===== src/rtl/lsu_dma.sv =====
// rtl/lsu_dma.sv - word-copy engine driving the LSU request port
module lsu_dma #(
    parameter int LD_LATENCY = 1,
    parameter int LEN_W      = 16
) (
    input  logic             i_clk,
    input  logic             i_reset,
    input  logic             i_start,
    input  logic [31:0]      i_src_addr,
    input  logic [31:0]      i_dst_addr,
    input  logic [LEN_W-1:0] i_len,
    output logic             o_busy,
    output logic             o_done,
    output logic             o_err,
    output logic [31:0]      o_lsu_addr,
    output logic [31:0]      o_st_data,
    output logic [1:0]       o_lsu_size,
    output logic             o_lsu_wren,
    input  logic [31:0]      i_ld_data
);

    localparam int WAIT_W = $clog2(LD_LATENCY) + 1;

    typedef enum logic [2:0] {
        S_IDLE,
        S_RD,
        S_WAIT,
        S_WR,
        S_DONE
    } state_e;

    state_e             state_q, state_d;
    logic [31:0]        src_q, src_d;
    logic [31:0]        dst_q, dst_d;
    logic [LEN_W-1:0]   cnt_q, cnt_d;
    logic [31:0]        data_q, data_d;
    logic [WAIT_W-1:0]  wait_q, wait_d;
    logic               err_q, err_d;

    // State and datapath registers; reset aborts any copy in flight.
    always_ff @(posedge i_clk or negedge i_reset) begin
        if (!i_reset) begin
            state_q <= S_IDLE;
            src_q   <= '0;
            dst_q   <= '0;
            cnt_q   <= '0;
            data_q  <= '0;
            wait_q  <= '0;
            err_q   <= 1'b0;
        end else begin
            state_q <= state_d;
            src_q   <= src_d;
            dst_q   <= dst_d;
            cnt_q   <= cnt_d;
            data_q  <= data_d;
            wait_q  <= wait_d;
            err_q   <= err_d;
        end
    end

    // Next-state logic: one load, LD_LATENCY wait cycles, one store per word.
    always_comb begin
        state_d = state_q;
        src_d   = src_q;
        dst_d   = dst_q;
        cnt_d   = cnt_q;
        data_d  = data_q;
        wait_d  = wait_q;
        err_d   = err_q;
        case (state_q)
            S_IDLE: begin
                if (i_start) begin
                    src_d = i_src_addr;
                    dst_d = i_dst_addr;
                    cnt_d = i_len;
                    err_d = 1'b0;
                    if ((i_src_addr[1:0] != 2'b00) || (i_dst_addr[1:0] != 2'b00)) begin
                        err_d   = 1'b1;
                        state_d = S_DONE;
                    end else if (i_len == '0) begin
                        state_d = S_DONE;
                    end else begin
                        state_d = S_RD;
                    end
                end
            end
            S_RD: begin
                wait_d  = WAIT_W'(LD_LATENCY - 1);
                state_d = S_WAIT;
            end
            S_WAIT: begin
                if (wait_q == '0) begin
                    data_d  = i_ld_data;
                    state_d = S_WR;
                end else begin
                    wait_d = wait_q - WAIT_W'(1);
                end
            end
            S_WR: begin
                src_d = src_q + 32'd4;
                dst_d = dst_q + 32'd4;
                cnt_d = cnt_q - LEN_W'(1);
                if (cnt_q == LEN_W'(1)) begin
                    state_d = S_DONE;
                end else begin
                    state_d = S_RD;
                end
            end
            S_DONE: begin
                state_d = S_IDLE;
            end
            default: begin
                state_d = S_IDLE;
            end
        endcase
    end

    // Outputs decoded from registered state only, so reset clears them at once.
    always_comb begin
        o_busy     = 1'b0;
        o_done     = 1'b0;
        o_lsu_wren = 1'b0;
        o_lsu_addr = 32'd0;
        o_st_data  = 32'd0;
        case (state_q)
            S_RD, S_WAIT: begin
                o_busy     = 1'b1;
                o_lsu_addr = src_q;
            end
            S_WR: begin
                o_busy     = 1'b1;
                o_lsu_wren = 1'b1;
                o_lsu_addr = dst_q;
                o_st_data  = data_q;
            end
            S_DONE: begin
                o_done = 1'b1;
            end
            default: begin
                o_busy = 1'b0;
            end
        endcase
    end

    assign o_err      = err_q;
    assign o_lsu_size = 2'b10;

endmodule


===== config.mk =====
export PLATFORM = sky130hd
export DESIGN_NAME = lsu_dma
export DESIGN_NICKNAME = d
export VERILOG_FILES = /design/src/rtl/lsu_dma.sv
export SDC_FILE = /design/constraint.sdc
export NUM_CORES = 1
export LEC_CHECK = 0
export ABC_CLOCK_PERIOD_IN_PS = 2800
export BUFFER_PORTS_ARGS = -buffer_cell sky130_fd_sc_hd__buf_2
export CORE_MARGIN = 1.5
export CORE_UTILIZATION = 53
export DETAILED_ROUTE_END_ITERATION = 16
export PLACE_DENSITY = 0.92
export SYNTH_ARGS = -nofsm -noshare
export SYNTH_HDL_FRONTEND = slang
export SYNTH_SLANG_ARGS = --single-unit
export TNS_END_PERCENT = 5

===== constraint.sdc =====
create_clock -name i_clk -period 2.8 [get_ports i_clk]
set_clock_uncertainty 0.05 [all_clocks]
set_input_delay 0.14 -clock i_clk [delete_from_list [all_inputs] [get_ports i_clk]]
set_output_delay 0.14 -clock i_clk [all_outputs]
set_load 0.01 [all_outputs]

==> flow_metrics.py <==
metrics = {
    "setup_path": {
        "r2r-start": "state_q[2]",
        "worstSetupEndpointType": "output port",
        "cp_slowest_cell": "dfrtp_1",
        "r2r_setup_slack_ps": 230,
        "worst_ep_required_time_ps": 2610,
        "worstPathArrival_ps": 2450,
        "path_delay_family": "buffers and inverters",
        "startpoint_type": "flop",
        "path_buf_inv": 3,
        "critical_path_class": "reg -> out",
        "startpoint": "state_q[2]",
        "critPathMaxStageDelay_ps": 470,
        "crit_fanout": 49,
        "crit_chain": "nand3b_1, inv_2, buf_4, a22o_1, buf_2",
    },
    "clock_tree": {
        "cts_sinks": 116,
        "cts_setup_buffers": 0,
        "cts_tree": "yes",
        "cts_root_buf": "clkbuf_16",
        "clockBufferDepth": 2,
        "cts_inserted_buffers": 17,
        "clock_latency_ps": 430,
        "clk_pin_slew_ps": 50,
        "h-tree-depth": 4,
    },
    "pwr": {
        "combPwrFrac_pct": 41.8,
        "p_int_mw": 6.14,
        "power_frac_seq_pct": 33.9,
        "p_leak_nw": 4.12,
        "power_mw": 10.4,
        "power_frac_clock_pct": 24.3,
        "swShare_pct": 40.7,
        "ir_drop_uv": 773,
        "p_per_area_nw_per_um2": 1120,
        "p_switching_mw": 4.22,
    },
    "logic_synthesis": {
        "synth_xor_area_share_pct": 0.404,
        "synth_top_cell_area_share_pct": 44.6,
        "yosysSeqAreaShare_pct": 44.6,
        "synth_edf_count": 0,
        "yosys_register_bits": 116,
        "synth-compound-area-share_pct": 19.7,
        "synth_top_family_by_area": "simple AND/OR/NAND/NOR gates",
        "avgSynthCellArea_sq_um": 9.20,
        "synth_area_sq_um": 6500,
        "synth_nets": 826,
        "yosys_warnings": 0,
        "synth_area_leaders": "dfrtp_1 45%, mux2_2 5.5%, nand2_1 4.7%",
        "synth-simple-area-share_pct": 24.2,
        "synthAdderAreaFrac_pct": 0.769,
        "netlist_top_cells_count": "116 x dfrtp_1, 81 x nand2_1, 57 x nor2_1",
        "synthMuxAreaShare_pct": 6.00,
        "synth-main-ff-cell": "dfrtp_1",
        "post-synth-top-count-cell": "dfrtp_1",
        "ys_types": 61,
        "syn_inst": 707,
        "synth_area_leader_cell": "dfrtp_1",
        "synthArstFlopShare_pct": 100,
    },
    "floorplan": {
        "dieHeight_um": 114,
        "start_util_pct": 54.2,
        "die_w_um": 114,
        "die_area_sq_um": 12900,
        "io_pins": 185,
        "rows": 40,
        "coreArea_sq_um": 12000,
    },
    "drt": {
        "drt_iter0_markers": 1028,
        "avgRoutedWirePerCell_um": 20.8,
        "viasPerCell": 6.49,
        "drt-total-wl_um": 23600,
        "vias": 7359,
        "drc_errors": 0,
        "drt_pre_antenna_iters": 8,
        "drtAntennaViolNets": 0,
    },
    "global_routing": {
        "grt_overflow_total": 0,
        "grt_pass1_wl_um": 37400,
        "grt_pass1_vias": 7205,
        "antenna_found_initial": 0,
        "grt_use_total_pct": 37.4,
        "grt_max_degree": 74,
    },
    "placed_design": {
        "place_area_sq_um": 7520,
        "gp_congestion": 0.930,
        "hpwl_um": 14000,
        "io_buffer_count": 182,
    },
    "cells_and_area": {
        "multi_input_area_sq_um": 3340,
        "syn2layout_area_growth_pct": 42.2,
        "fin_util_pct": 77.0,
        "fin_area_sq_um": 9250,
        "n_fill_cell": 686,
        "drive_gt1_share_pct": 27.9,
        "seqCellArea_sq_um": 2900,
        "diodes": 0,
        "nets": 1093,
    },
    "timing": {
        "drv_slew": 0,
        "relSlewSlack_pct": 48.5,
        "post-route-period-util_pct": 94.3,
        "final_hold_viol_count": 0,
        "fmax_ghz": 0.379,
        "tightest_slew_ps": 773,
        "setup_violations": 0,
        "period_minus_slack_ps": 2640,
        "setup_tns_ps": 0,
        "grt_setup_unrepaired": "no",
    },
    "outcome": {
        "status": "complete, no violations",
    },
    "worst_hold_path": {
        "hold_start": "i_src_addr[8]",
        "hold_class": "in -> reg",
    },
    "job": {
        "maxCapViolations": 0,
    },
}
==> stage by stage <==
step                setup WS (ps)  instances  hold slack, ps
detailed placement            553        997             155
global route                 26.2       1134            23.9
floorplan                     648        707            -206
finish                        160       1134            23.9
global placement              609        997             152
CTS                           209       1134           0.186
==> power by group through the flow <==
stage	sequential (mW)	clock [mW]	combinational, mW
final	3.51	2.52	4.33
after global routing	3.61	2.61	4.64
after CTS	3.42	2.52	4.17
after detailed placement	3.41	0	4.02
after global placement	3.36	0	3.89
after floorplan	3.07	0	2.91
==> path summary, 6_finish.rpt <==
path / end / cells past startpoint
max in group asynchronous: data_q[29] / 3
setup reg to reg: dst_q[29] / 6
setup / recovery: o_lsu_addr[26] / 5
hold / removal: src_q[8] / 3
min in group asynchronous: dst_q[4] / 2
hold reg to reg: data_q[4] / 1
==> layer usage <==
metal / share of wire (%) / global-route usage (%) / vias to the layer above
met5: 0 / 0 / -
met2: 46 / 60.9 / 623
li1: - / - / 3191
met4: 5.8 / 18.3 / 0
met3: 11 / 10.8 / 145
met1: 36 / 45.9 / 3400
==> flip-flops by register name, indices dropped and copies added, names as in the netlist <==
signal and flops:
src_q 32, state_q 3, o_err 1, data_q 32, cnt_q 16, dst_q 32
==> cell usage in the layout (no fill, tap or decap), types with 22 or more instances in the layout <==
cell type / instances
buf_2: 181
dfrtp_1: 116
dlygate4sd3_1: 105
nand2_1: 81
nor2_1: 56
and2_1: 38
mux2_2: 32
nand3_1: 30
nor3_1: 23
a22o_1: 23
a21oi_1: 22
a211oi_1: 22
==> worst reg2reg max path, cell delays in order (launching register included) <==
cell and delay [ps]:
dfrtp_1 470, nand3b_1 390, inv_2 310, nand4_1 260, nor4_1 600, a21oi_1 190, o31a_1 170
==> timing repair <==
action | in CTS | in global routing
gates resized for setup | 0 | 0
hold buffers | 105 | 0
endpoints found under the hold margin | 150 | 0
==> logic make-up (layout without fill, tap and decap cells) <==
family,after synthesis,count (layout)
other,2,2
buffers and inverters,67,347
and+or+nand+nor,306,306
AOI/OAI and AO/OA,174,174
DFF,116,116
muxes,35,35
adders and majority gates,4,4
xor gates and xnor gates,3,3
==> cell type report <==
class | count | area share (%)
clock buffer | 22 | 5.13
clock inverter | 10 | 2.16
inverter | 11 | 0.446
multi-input combinational | 524 | 36.1
sequential | 116 | 31.4
tap | 147 | 1.99
timing repair buffer | 304 | 22.8
No activity file was read; power rests on OpenSTA's default activity.
